<file path="config.mk">
export PLATFORM = sky130hd
export DESIGN_NAME = mem_port_arbiter_flat
export DESIGN_NICKNAME = d
export VERILOG_FILES = /design/src/rtl/mem_port_arbiter_if.sv /design/src/rtl/mem_port_arbiter.sv /design/src/flat_wrapper.sv
export SDC_FILE = /design/constraint.sdc
export NUM_CORES = 1
export LEC_CHECK = 0
export ABC_AREA = 1
export CAP_MARGIN = 20
export CORE_AREA = 2 2 183 185
export CTS_CLUSTER_DIAMETER = 100
export DETAILED_ROUTE_END_ITERATION = 8
export DIE_AREA = 0 0 185 187
export GPL_TIMING_DRIVEN = 0
export PLACE_DENSITY = 0.69
export SLEW_MARGIN = 30
export SYNTH_ARGS = -nofsm -noshare
export SYNTH_HDL_FRONTEND = slang
export SYNTH_SLANG_ARGS = --single-unit
</file>
<file path="constraint.sdc">
create_clock -name clk -period 4.15 [get_ports clk]
set_clock_uncertainty 0.2 [all_clocks]
set_input_delay 1.245 -clock clk [delete_from_list [all_inputs] [get_ports clk]]
set_output_delay 1.245 -clock clk [all_outputs]
set_load 0.05 [all_outputs]
</file>
<file path="src/rtl/mem_port_arbiter_if.sv">
// Bus bundle between requester channels, the arbiter, and the internal-RAM and SDRAM backends.
// The slave view belongs to the arbiter. The master view belongs to whatever drives requests and models the backends.
interface mem_port_arbiter_if #(
  parameter int NCH = 2,
  parameter int AW  = 25
);
  logic [NCH-1:0]    req_enable;
  logic [NCH*AW-1:0] req_addr;
  logic [NCH*2-1:0]  req_oplen;
  logic [NCH-1:0]    req_unsigned;
  logic [NCH-1:0]    req_rw;
  logic [NCH*32-1:0] req_wdata;
  logic [NCH-1:0]    resp_valid;
  logic [NCH-1:0]    resp_err;
  logic [NCH*32-1:0] resp_rdata;

  logic              im_enable;
  logic [AW-1:0]     im_addr;
  logic              im_rw;
  logic [3:0]        im_wstrb;
  logic [31:0]       im_wdata;
  logic              im_valid;
  logic [31:0]       im_rdata;

  logic              sm_enable;
  logic [AW-1:0]     sm_addr;
  logic              sm_rw;
  logic [3:0]        sm_wstrb;
  logic [31:0]       sm_wdata;
  logic              sm_valid;
  logic [31:0]       sm_rdata;

  modport slave (
    input  req_enable, req_addr, req_oplen, req_unsigned, req_rw, req_wdata,
    output resp_valid, resp_err, resp_rdata,
    output im_enable, im_addr, im_rw, im_wstrb, im_wdata,
    input  im_valid, im_rdata,
    output sm_enable, sm_addr, sm_rw, sm_wstrb, sm_wdata,
    input  sm_valid, sm_rdata
  );

  modport master (
    output req_enable, req_addr, req_oplen, req_unsigned, req_rw, req_wdata,
    input  resp_valid, resp_err, resp_rdata,
    input  im_enable, im_addr, im_rw, im_wstrb, im_wdata,
    output im_valid, im_rdata,
    input  sm_enable, sm_addr, sm_rw, sm_wstrb, sm_wdata,
    output sm_valid, sm_rdata
  );
endinterface

</file>
<file path="src/rtl/mem_port_arbiter.sv">
// Multi-channel memory front-end. Round-robin arbitration onto internal RAM (target 0) and SDRAM (target 1).
// Also handles byte-lane alignment of stores, extension of loads, misalignment detection and backend timeout.
module mem_port_arbiter #(
  parameter int NCH        = 2,
  parameter int AW         = 25,
  parameter int IRAM_BYTES = 16384,
  parameter int TIMEOUT    = 1024
) (
  input  logic              clk,
  input  logic              rst,
  mem_port_arbiter_if.slave bus
);
  localparam int          CW         = (NCH > 1) ? $clog2(NCH) : 1;
  localparam int          TW         = (TIMEOUT > 1) ? $clog2(TIMEOUT) : 1;
  localparam logic [AW:0] IRAM_LIMIT = (AW+1)'(IRAM_BYTES);

  typedef enum logic [1:0] {IDLE, ISSUE, RESP} state_e;

  function automatic logic [CW-1:0] rr_idx(input logic [CW-1:0] p, input int k);
    return CW'((int'(p) + k) % NCH);
  endfunction

  function automatic logic [3:0] store_strb(input logic [1:0] ofs, input logic [1:0] len);
    logic [3:0] m;
    m = 4'((5'd2 << len) - 5'd1);
    return m << ofs;
  endfunction

  function automatic logic [31:0] store_data(input logic [31:0] wd, input logic [1:0] ofs);
    return wd << {ofs, 3'b000};
  endfunction

  function automatic logic [31:0] load_ext(input logic [31:0] word, input logic [1:0] ofs,
                                           input logic [1:0] len, input logic uns);
    logic [31:0] sh;
    logic        s;
    sh = word >> {ofs, 3'b000};
    unique case (len)
      2'd0: begin s = sh[7]  & ~uns; return {{24{s}}, sh[7:0]};  end
      2'd1: begin s = sh[15] & ~uns; return {{16{s}}, sh[15:0]}; end
      2'd2: begin s = sh[23] & ~uns; return {{8{s}},  sh[23:0]}; end
      default: return sh;
    endcase
  endfunction

  logic [AW-1:0]  ch_addr  [NCH];
  logic [1:0]     ch_oplen [NCH];
  logic [31:0]    ch_wdata [NCH];
  logic [NCH-1:0] ch_sdram, ch_mis, ch_busy;
  logic [NCH-1:0] elig [2];

  state_e         state_q [2], state_d [2];
  logic [CW-1:0]  owner_q [2], owner_d [2];
  logic [CW-1:0]  ptr_q   [2], ptr_d   [2];
  logic [CW-1:0]  gnt_ch  [2];
  logic           gnt_vld [2];
  logic [TW-1:0]  cnt_q   [2], cnt_d   [2];
  logic           err_q   [2], err_d   [2];
  logic [NCH-1:0] mis_q, mis_d;

  logic [AW-1:0]  addr_q  [2];
  logic [1:0]     oplen_q [2];
  logic           uns_q   [2], rw_q [2];
  logic [31:0]    wdata_q [2], rdata_q [2];

  logic           m_valid [2], m_en [2], m_rw [2];
  logic [31:0]    m_rdata [2], m_wd [2];
  logic [AW-1:0]  m_addr  [2];
  logic [3:0]     m_strb  [2];
  logic [NCH-1:0]    resp_valid, resp_err;
  logic [NCH*32-1:0] resp_rdata;

  assign m_valid[0] = bus.im_valid;
  assign m_valid[1] = bus.sm_valid;
  assign m_rdata[0] = bus.im_rdata;
  assign m_rdata[1] = bus.sm_rdata;

  // A channel stays ineligible while any target owns it, including its response cycle.
  always_comb begin
    for (int i = 0; i < NCH; i++) begin
      ch_addr[i]  = bus.req_addr[i*AW +: AW];
      ch_oplen[i] = bus.req_oplen[i*2 +: 2];
      ch_wdata[i] = bus.req_wdata[i*32 +: 32];
      ch_sdram[i] = !({1'b0, ch_addr[i]} < IRAM_LIMIT);
      ch_mis[i]   = ({1'b0, ch_addr[i][1:0]} + {1'b0, ch_oplen[i]}) > 3'd3;
      ch_busy[i]  = mis_q[i];
      for (int t = 0; t < 2; t++) begin
        if (state_q[t] != IDLE && owner_q[t] == CW'(i)) ch_busy[i] = 1'b1;
      end
      for (int t = 0; t < 2; t++) begin
        elig[t][i] = bus.req_enable[i] & ~ch_mis[i] & ~ch_busy[i] & (ch_sdram[i] == (t != 0));
      end
    end
    mis_d = bus.req_enable & ch_mis & ~ch_busy;
  end

  always_comb begin
    for (int t = 0; t < 2; t++) begin
      gnt_vld[t] = 1'b0;
      gnt_ch[t]  = '0;
      for (int k = 0; k < NCH; k++) begin
        if (!gnt_vld[t] && elig[t][rr_idx(ptr_q[t], k)]) begin
          gnt_vld[t] = 1'b1;
          gnt_ch[t]  = rr_idx(ptr_q[t], k);
        end
      end

      state_d[t] = state_q[t];
      owner_d[t] = owner_q[t];
      ptr_d[t]   = ptr_q[t];
      cnt_d[t]   = cnt_q[t];
      err_d[t]   = err_q[t];
      unique case (state_q[t])
        IDLE: begin
          if (gnt_vld[t]) begin
            state_d[t] = ISSUE;
            owner_d[t] = gnt_ch[t];
            ptr_d[t]   = rr_idx(gnt_ch[t], 1);
            cnt_d[t]   = '0;
          end
        end
        ISSUE: begin
          if (m_valid[t]) begin
            state_d[t] = RESP;
            err_d[t]   = 1'b0;
          end else if (TIMEOUT != 0 && cnt_q[t] == TW'(TIMEOUT - 1)) begin
            state_d[t] = RESP;
            err_d[t]   = 1'b1;
          end else begin
            cnt_d[t] = cnt_q[t] + 1'b1;
          end
        end
        default: state_d[t] = IDLE;
      endcase
    end
  end

  always_ff @(posedge clk) begin
    if (rst) begin
      for (int t = 0; t < 2; t++) begin
        state_q[t] <= IDLE;
        owner_q[t] <= '0;
        ptr_q[t]   <= '0;
        cnt_q[t]   <= '0;
        err_q[t]   <= 1'b0;
      end
      mis_q <= '0;
    end else begin
      for (int t = 0; t < 2; t++) begin
        state_q[t] <= state_d[t];
        owner_q[t] <= owner_d[t];
        ptr_q[t]   <= ptr_d[t];
        cnt_q[t]   <= cnt_d[t];
        err_q[t]   <= err_d[t];
      end
      mis_q <= mis_d;
    end
  end

  // Request fields are captured at grant. Load data is captured while issuing; it is zero on writes and timeouts.
  always_ff @(posedge clk) begin
    for (int t = 0; t < 2; t++) begin
      if (state_q[t] == IDLE && gnt_vld[t]) begin
        addr_q[t]  <= ch_addr[gnt_ch[t]];
        oplen_q[t] <= ch_oplen[gnt_ch[t]];
        uns_q[t]   <= bus.req_unsigned[gnt_ch[t]];
        rw_q[t]    <= bus.req_rw[gnt_ch[t]];
        wdata_q[t] <= ch_wdata[gnt_ch[t]];
      end
      if (state_q[t] == ISSUE) begin
        rdata_q[t] <= (m_valid[t] && !rw_q[t]) ?
                      load_ext(m_rdata[t], addr_q[t][1:0], oplen_q[t], uns_q[t]) : '0;
      end
    end
  end

  always_comb begin
    resp_valid = mis_q;
    resp_err   = mis_q;
    resp_rdata = '0;
    for (int t = 0; t < 2; t++) begin
      for (int i = 0; i < NCH; i++) begin
        if (state_q[t] == RESP && owner_q[t] == CW'(i)) begin
          resp_valid[i]         = 1'b1;
          resp_err[i]           = err_q[t];
          resp_rdata[i*32 +: 32] = rdata_q[t];
        end
      end
      m_en[t]   = (state_q[t] == ISSUE);
      m_addr[t] = m_en[t] ? {addr_q[t][AW-1:2], 2'b00} : '0;
      m_rw[t]   = m_en[t] & rw_q[t];
      m_strb[t] = m_rw[t] ? store_strb(addr_q[t][1:0], oplen_q[t]) : 4'b0000;
      m_wd[t]   = m_rw[t] ? store_data(wdata_q[t], addr_q[t][1:0]) : 32'h0;
    end
  end

  assign bus.resp_valid = resp_valid;
  assign bus.resp_err   = resp_err;
  assign bus.resp_rdata = resp_rdata;

  assign bus.im_enable = m_en[0];
  assign bus.im_addr   = m_addr[0];
  assign bus.im_rw     = m_rw[0];
  assign bus.im_wstrb  = m_strb[0];
  assign bus.im_wdata  = m_wd[0];

  assign bus.sm_enable = m_en[1];
  assign bus.sm_addr   = m_addr[1];
  assign bus.sm_rw     = m_rw[1];
  assign bus.sm_wstrb  = m_strb[1];
  assign bus.sm_wdata  = m_wd[1];
endmodule

</file>
<file path="src/flat_wrapper.sv">
// flat-port wrapper written by rule: the top's interface ports become plain ports
module mem_port_arbiter_flat 
#(
  parameter int NCH        = 2,
  parameter int AW         = 25,
  parameter int IRAM_BYTES = 16384,
  parameter int TIMEOUT    = 1024
)
  (clk, rst, bus_req_enable, bus_req_addr, bus_req_oplen, bus_req_unsigned, bus_req_rw, bus_req_wdata, bus_resp_valid, bus_resp_err, bus_resp_rdata, bus_im_enable, bus_im_addr, bus_im_rw, bus_im_wstrb, bus_im_wdata, bus_im_valid, bus_im_rdata, bus_sm_enable, bus_sm_addr, bus_sm_rw, bus_sm_wstrb, bus_sm_wdata, bus_sm_valid, bus_sm_rdata);
  mem_port_arbiter_if #(.NCH(NCH), .AW(AW)) bus_i ();
  input  logic clk;
  input  logic rst;
  input wire logic [$bits(bus_i.req_enable)-1:0] bus_req_enable;
  input wire logic [$bits(bus_i.req_addr)-1:0] bus_req_addr;
  input wire logic [$bits(bus_i.req_oplen)-1:0] bus_req_oplen;
  input wire logic [$bits(bus_i.req_unsigned)-1:0] bus_req_unsigned;
  input wire logic [$bits(bus_i.req_rw)-1:0] bus_req_rw;
  input wire logic [$bits(bus_i.req_wdata)-1:0] bus_req_wdata;
  output wire logic [$bits(bus_i.resp_valid)-1:0] bus_resp_valid;
  output wire logic [$bits(bus_i.resp_err)-1:0] bus_resp_err;
  output wire logic [$bits(bus_i.resp_rdata)-1:0] bus_resp_rdata;
  output wire logic [$bits(bus_i.im_enable)-1:0] bus_im_enable;
  output wire logic [$bits(bus_i.im_addr)-1:0] bus_im_addr;
  output wire logic [$bits(bus_i.im_rw)-1:0] bus_im_rw;
  output wire logic [$bits(bus_i.im_wstrb)-1:0] bus_im_wstrb;
  output wire logic [$bits(bus_i.im_wdata)-1:0] bus_im_wdata;
  input wire logic [$bits(bus_i.im_valid)-1:0] bus_im_valid;
  input wire logic [$bits(bus_i.im_rdata)-1:0] bus_im_rdata;
  output wire logic [$bits(bus_i.sm_enable)-1:0] bus_sm_enable;
  output wire logic [$bits(bus_i.sm_addr)-1:0] bus_sm_addr;
  output wire logic [$bits(bus_i.sm_rw)-1:0] bus_sm_rw;
  output wire logic [$bits(bus_i.sm_wstrb)-1:0] bus_sm_wstrb;
  output wire logic [$bits(bus_i.sm_wdata)-1:0] bus_sm_wdata;
  input wire logic [$bits(bus_i.sm_valid)-1:0] bus_sm_valid;
  input wire logic [$bits(bus_i.sm_rdata)-1:0] bus_sm_rdata;
  assign bus_i.req_enable = bus_req_enable;
  assign bus_i.req_addr = bus_req_addr;
  assign bus_i.req_oplen = bus_req_oplen;
  assign bus_i.req_unsigned = bus_req_unsigned;
  assign bus_i.req_rw = bus_req_rw;
  assign bus_i.req_wdata = bus_req_wdata;
  assign bus_resp_valid = bus_i.resp_valid;
  assign bus_resp_err = bus_i.resp_err;
  assign bus_resp_rdata = bus_i.resp_rdata;
  assign bus_im_enable = bus_i.im_enable;
  assign bus_im_addr = bus_i.im_addr;
  assign bus_im_rw = bus_i.im_rw;
  assign bus_im_wstrb = bus_i.im_wstrb;
  assign bus_im_wdata = bus_i.im_wdata;
  assign bus_i.im_valid = bus_im_valid;
  assign bus_i.im_rdata = bus_im_rdata;
  assign bus_sm_enable = bus_i.sm_enable;
  assign bus_sm_addr = bus_i.sm_addr;
  assign bus_sm_rw = bus_i.sm_rw;
  assign bus_sm_wstrb = bus_i.sm_wstrb;
  assign bus_sm_wdata = bus_i.sm_wdata;
  assign bus_i.sm_valid = bus_sm_valid;
  assign bus_i.sm_rdata = bus_sm_rdata;
  mem_port_arbiter #(.NCH(NCH), .AW(AW), .IRAM_BYTES(IRAM_BYTES), .TIMEOUT(TIMEOUT)) u_core (.clk(clk), .rst(rst), .bus(bus_i));
endmodule
</file>
==> reports/qor.txt, run 1 <==
Status = finished clean
Setup violations, final = 0
Fin Hold WS = 275 ps
Max-Cap Viols = 0
CTS root buffer = clkbuf_16
Power Dens Cells = 344 nW/um^2
Top-area cell type share of the netlist area = 43.6%
Slew headroom = 54.4%
Crit path arrival time = 2660 ps
Post-synthesis cell type count = 38
FMAX = 0.244 GHz
DP Wirelength = 38.5 mm
Final period utilization = 98.9%
LEAKAGE = 8.24 nW
Largest cells by area after synthesis = edfxtp_1, nand2_1, nor2_1
Core footprint = 32900 sq um
Clk buf depth = 3
Post-Route WL = 49.8 mm
Vias = 13394
Commonest non-fill, non-tap cells in the layout = nand2_1, inv_1, nor2_1
DRC Markers = 0
Post-route ant nets = 0
# fillers = 3142
Worst setup EP type = output port
Cells after Synth = 1681
Die Area = 34600 sq um
Worst Setup SP = u_core.state_q[0][3]
Synth Register Bits = 218
Largest net degree at the start of global routing = 36
Most common cell after layout, fill and taps aside = nand2_1
Cell taking the most area after synthesis = edfxtp_1
Clk slew on worst S/H paths = 60 ps
Warning count from the yosys run = 0
Max-slew violations = 0
Total power = 6.31 mW
Layout cells sized above 1 = 12.3%
DR WL/cell = 19.4 um
First-pass GRT wire length = 73.8 mm
Cts bufs inserted = 26
Die span in y = 187 um
Slew @ Worst Pin = 684 ps
Row cnt = 67
Crit Path Class = flop to output port
CTS tree = built
Clk sinks = 218
EDFF count, synth = 186
RePlAce Congestion = 0.911
Minimum clock period = 4100 ps
Post-synthesis cell area = 12800 sq um
H-tree levels = 1
I/O pins = 386
WP data required = 2700 ps
Vias/cell = 5.21
VDD IR-drop max = 241 uV
Reg-to-Reg Start = u_core.addr_q[0][1]
Startpoint types = flop
Endpoints failing hold = 0
Cell count after placement = 2517
RSZ-0062 raised after global routing = true
Most common flop cell mapped by yosys = edfxtp_1
Initial antenna violation count = 8
Area grow syn2layout = 42.9%
Asr flop ratio synth = 0%
PortBufs = 381
Drt initial violations = 1073
All-Layer GR Usage = 28.1%
Die Wd = 185 um
Max FO, Critical Path = 10
Global-route congestion overflow total = 0
Vias in the first global route = 12889
Effective utilization at floorplan = 39.0%
Avg Cell Area, Syn = 7.63 sq um
DRT Pass-1 Iters = 8
Post-route setup TNS = 0 ps
Hold Crit Class = flop to flop
Sequential cell area = 6230 sq um
Multi-input combinational cell area = 5540 sq um
Filler-free cell count of the finished design = 2573
Layout net count = 2295
Sequential share of the synthesized area = 48.6%
Hold_sp = u_core.ptr_q[0][1]
Clk Latency, worst-skew pair = 540 ps
[sequential cells by signal, summed over array words and instances, names as in the netlist]
register	flops
u_core.cnt_q	20
u_core.addr_q	50
u_core.rw_q	2
u_core.err_q	2
u_core.state_q	4
u_core.mis_q	2
u_core.uns_q	2
u_core.owner_q	2
u_core.rdata_q	64
u_core.wdata_q	64
u_core.ptr_q	2
u_core.oplen_q	4
[timing repair]
item	4_1_cts	5_1_grt
gates resized for setup	270	108
endpoints found under the setup margin	183	101
buffers inserted	2	0
hold buffers	0	0
pin swaps	2	0
[cells by family (layout without fill, tap and decap cells)]
family	count (synthesis)	count (layout)	synth area share (%)
adders and majority gates	4	4	0.390
buffers and inverters	359	792	11.4
DFF	218	218	48.6
AOI/OAI and AO/OA	380	380	16.9
xor gates and xnor gates	1	1	0.0683
other	1	12	0.0293
and+or+nand+nor	718	718	22.6
[through the flow]
stage / area [sq um] / setup slack [ps] / utilization (%)
after global routing: 18300 / -16.7 / 55.7
after CTS: 18400 / -2.23 / 56.0
final: 18300 / 47.6 / 55.7
after detailed placement: 17700 / -348 / 53.7
after floorplan: 13200 / -266 / -
after global placement: 17600 / -1320 / 53.5
[power by group]
part | internal (mW) | total, mW | switching, mW
combinational | 0.486 | 1.48 | 0.999
clock | 1.24 | 2.16 | 0.921
sequential | 2.58 | 2.66 | 0.0791
[worst paths after layout]
kind | endpoint | depth (start not counted) | slack, ps
setup / recovery | bus_resp_rdata[9] | 5 | 50
setup reg to reg | u_core.rdata_q[0][23] | 6 | 1720
hold / removal | u_core.ptr_q[0][1] | 2 | 280
hold reg to reg | u_core.ptr_q[0][1] | 2 | 280
[worst max-delay path: stages, from the launching register on]
cell	delay [ps]
dfxtp_1	500
nand3_2	390
nand2_4	310
clkbuf_2	280
o22ai_1	150
clkdlybuf4s15_1	490
[routing by layer]
metal / global-route usage [%] / vias to the layer above / wire, um
met5: 0 / - / 0
met4: 12.0 / 0 / 2130
met3: 3.93 / 105 / 3860
met2: 46.8 / 675 / 23800
met1: 36.4 / 6227 / 20000
li1: - / 6387 / -
[synth_stat cells, types with 5 or more instances]
cell      number
nand2_1      363
nor2_1       272
inv_1        255
edfxtp_1     186
o21ai_0      134
o22ai_1       80
a21oi_1       60
o21ai_1       51
clkbuf_1      47
nand3_1       42
dfxtp_1       32
a211oi_1      17
a31oi_1       16
buf_2         15
o32ai_1       15
inv_2         13
nor3_1        10
buf_4          9
buf_6          9
buf_1          7
nand3b_1       6
nand4_1        6
nand2_2        5
[final cells by class]
cell class	instances	area share, %
inverter	272	5.71
sequential	218	34.0
buffer	87	2.60
timing repair buffer	387	20.0
multi-input combinational	1107	30.2
clock inverter	14	0.512
antenna	8	0.109
tap	448	3.06
clock buffer	32	3.79
No activity file was read; power rests on OpenSTA's default activity.
==> inputs of run 2 (changes only) <==
- REMOVE_ABC_BUFFERS: not set -> 1
==> reports/qor.txt, run 2 (synthesis gave the netlist of run 1 again) <==
Status = finished clean
H-tree levels = 1
Slew headroom = 52.2%
Clk sinks = 218
Post-route ant nets = 0
PortBufs = 381
Largest net degree at the start of global routing = 58
Hold Crit Class = flop to flop
DRC Markers = 0
Core footprint = 32900 sq um
Startpoint types = flop
Top flop regs = u_core.rdata_q x64, u_core.wdata_q x64, u_core.addr_q x50
Final instance area = 17900 sq um
LEAKAGE = 8.27 nW
Global-route congestion overflow total = 0
Die Area = 34600 sq um
Crit path arrival time = 2610 ps
RSZ-0062 raised after global routing = false
Commonest non-fill, non-tap cells in the layout = nand2_1, nor2_1, inv_1
I/O pins = 386
Endpoints failing hold = 0
Flop pwr share = 43.2%
Slowest-stage cell, CP = clkdlybuf4s15_1
DR WL/cell = 17.9 um
Area grow syn2layout = 39.3%
Die Wd = 185 um
Clk buf depth = 3
Vias/cell = 5.15
Power Dens Cells = 344 nW/um^2
Minimum clock period = 4050 ps
Layout cells sized above 1 = 7.81%
Clk pwr share = 33.8%
Combinational power share = 23.0%
Drt initial violations = 855
Top delay family on crit path = buffers and inverters
Total power = 6.15 mW
Placed Area = 17100 sq um
Switching Share = 30.8%
Crit Path Class = flop to output port
Worst Path Buf+Inv = 2
Final period utilization = 97.6%
Post-Route WL = 44.6 mm
WP data required = 2700 ps
Most common cell after layout, fill and taps aside = nand2_1
Clk Latency, worst-skew pair = 520 ps
Internal power = 4.26 mW
Max-Cap Viols = 0
CTS tree = built
FMAX = 0.247 GHz
Effective utilization at floorplan = 39.0%
Vias = 12865
Row cnt = 67
Setup violations, final = 0
Cts bufs inserted = 25
Final core occ = 54.3%
Cells along the critical path = inv_6 > nand2_1 > nand2_1 > nor2_1 > a211oi_1 > clkdlybuf4s15_1
Max FO, Critical Path = 52
All-Layer GR Usage = 25.0%
VDD IR-drop max = 245 uV
# hold bufs at CTS = 0
Fin Hold WS = 271 ps
Diodes inserted = 0
Worst setup EP type = output port
RePlAce Congestion = 0.894
First-pass GRT wire length = 66.8 mm
Vias in the first global route = 12172
Layout net count = 2227
Die span in y = 187 um
CTS root buffer = clkbuf_16
Slew @ Worst Pin = 715 ps
CP dominant cell by count = nand2_1
Clk slew on worst S/H paths = 60 ps
Max-slew violations = 0
DRT Pass-1 Iters = 6
P_sw = 1.89 mW
DP Wirelength = 32.9 mm
CP peak stage delay = 610 ps
Initial antenna violation count = 2
[run 2: cell types whose count changed in the layout (fill, tap and decap cells not counted), moves of 13 or more]
cell,delta
o32ai_1,+14
dlymetal6s2s_1,+14
clkdlybuf4s50_1,+22
nor2_4,-19
clkdlybuf4s15_2,-17
clkbuf_1,-26
clkbuf_2,-33
dlygate4sd2_1,-13
nor2_1,+28
buf_2,-20
[run 2: through the flow]
step           setup TNS, ps  setup slack [ps]  instances
2_1_floorplan         -46830             -1170       1597
4_1_cts                    0             0.431       2496
6_report                   0              98.0       2497
3_3_place_gp         -477140             -1920       2426
5_1_grt                    0              1.59       2497
3_5_place_dp          -31160              -900       2441
[run 2: final timing paths]
check | start | to | slack [ps] | depth (start not counted)
max | u_core.addr_q[0][0] | bus_im_wdata[25] | 100 | 6
min | u_core.ptr_q[0][1] | u_core.ptr_q[0][1] | 270 | 2
max reg2reg | u_core.state_q[0][1] | u_core.addr_q[0][41] | 1360 | 11
min reg2reg | u_core.ptr_q[0][1] | u_core.ptr_q[0][1] | 270 | 2
[run 2: what timing repair did]
| action | CTS | global route |
|---|---|---|
| resized for setup | 264 | 108 |
| setup buffers | 10 | 1 |
| endpoints found under the setup margin | 186 | 71 |
| pin swaps | 3 | 1 |
[run 2: power groups by stage]
stage | sequential (mW) | combinational [mW] | clock (mW)
CTS | 2.66 | 1.42 | 2.11
global placement | 2.74 | 1.32 | 0
global route | 2.67 | 1.54 | 2.18
floorplan | 2.70 | 0.792 | 0
detailed placement | 2.71 | 1.41 | 0
finish | 2.66 | 1.41 | 2.08
[run 2: cell type report]
type                       count  area (sq um)
tap                          448           561
inverter                     272          1060
clock inverter                11          83.8
clock buffer                  34           669
multi-input combinational   1107          5240
timing repair buffer         407          4020
sequential                   218          6230
fill                        3147         15000
[run 2: metal layers]
layer	vias up	wire length [um]	GRT usage [%]
met4	2	1640	8.39
met2	613	21100	43.0
li1	6250	-	-
met5	-	13	0
met3	87	4800	7.42
met1	5913	17000	29.6
[run 2: tightest hold or removal path, delay by kind of cell, from the launching register on]
kind / cells / cell delay [ps]
compound gates: 1 / 60
flops: 1 / 310
simple gates: 1 / 60
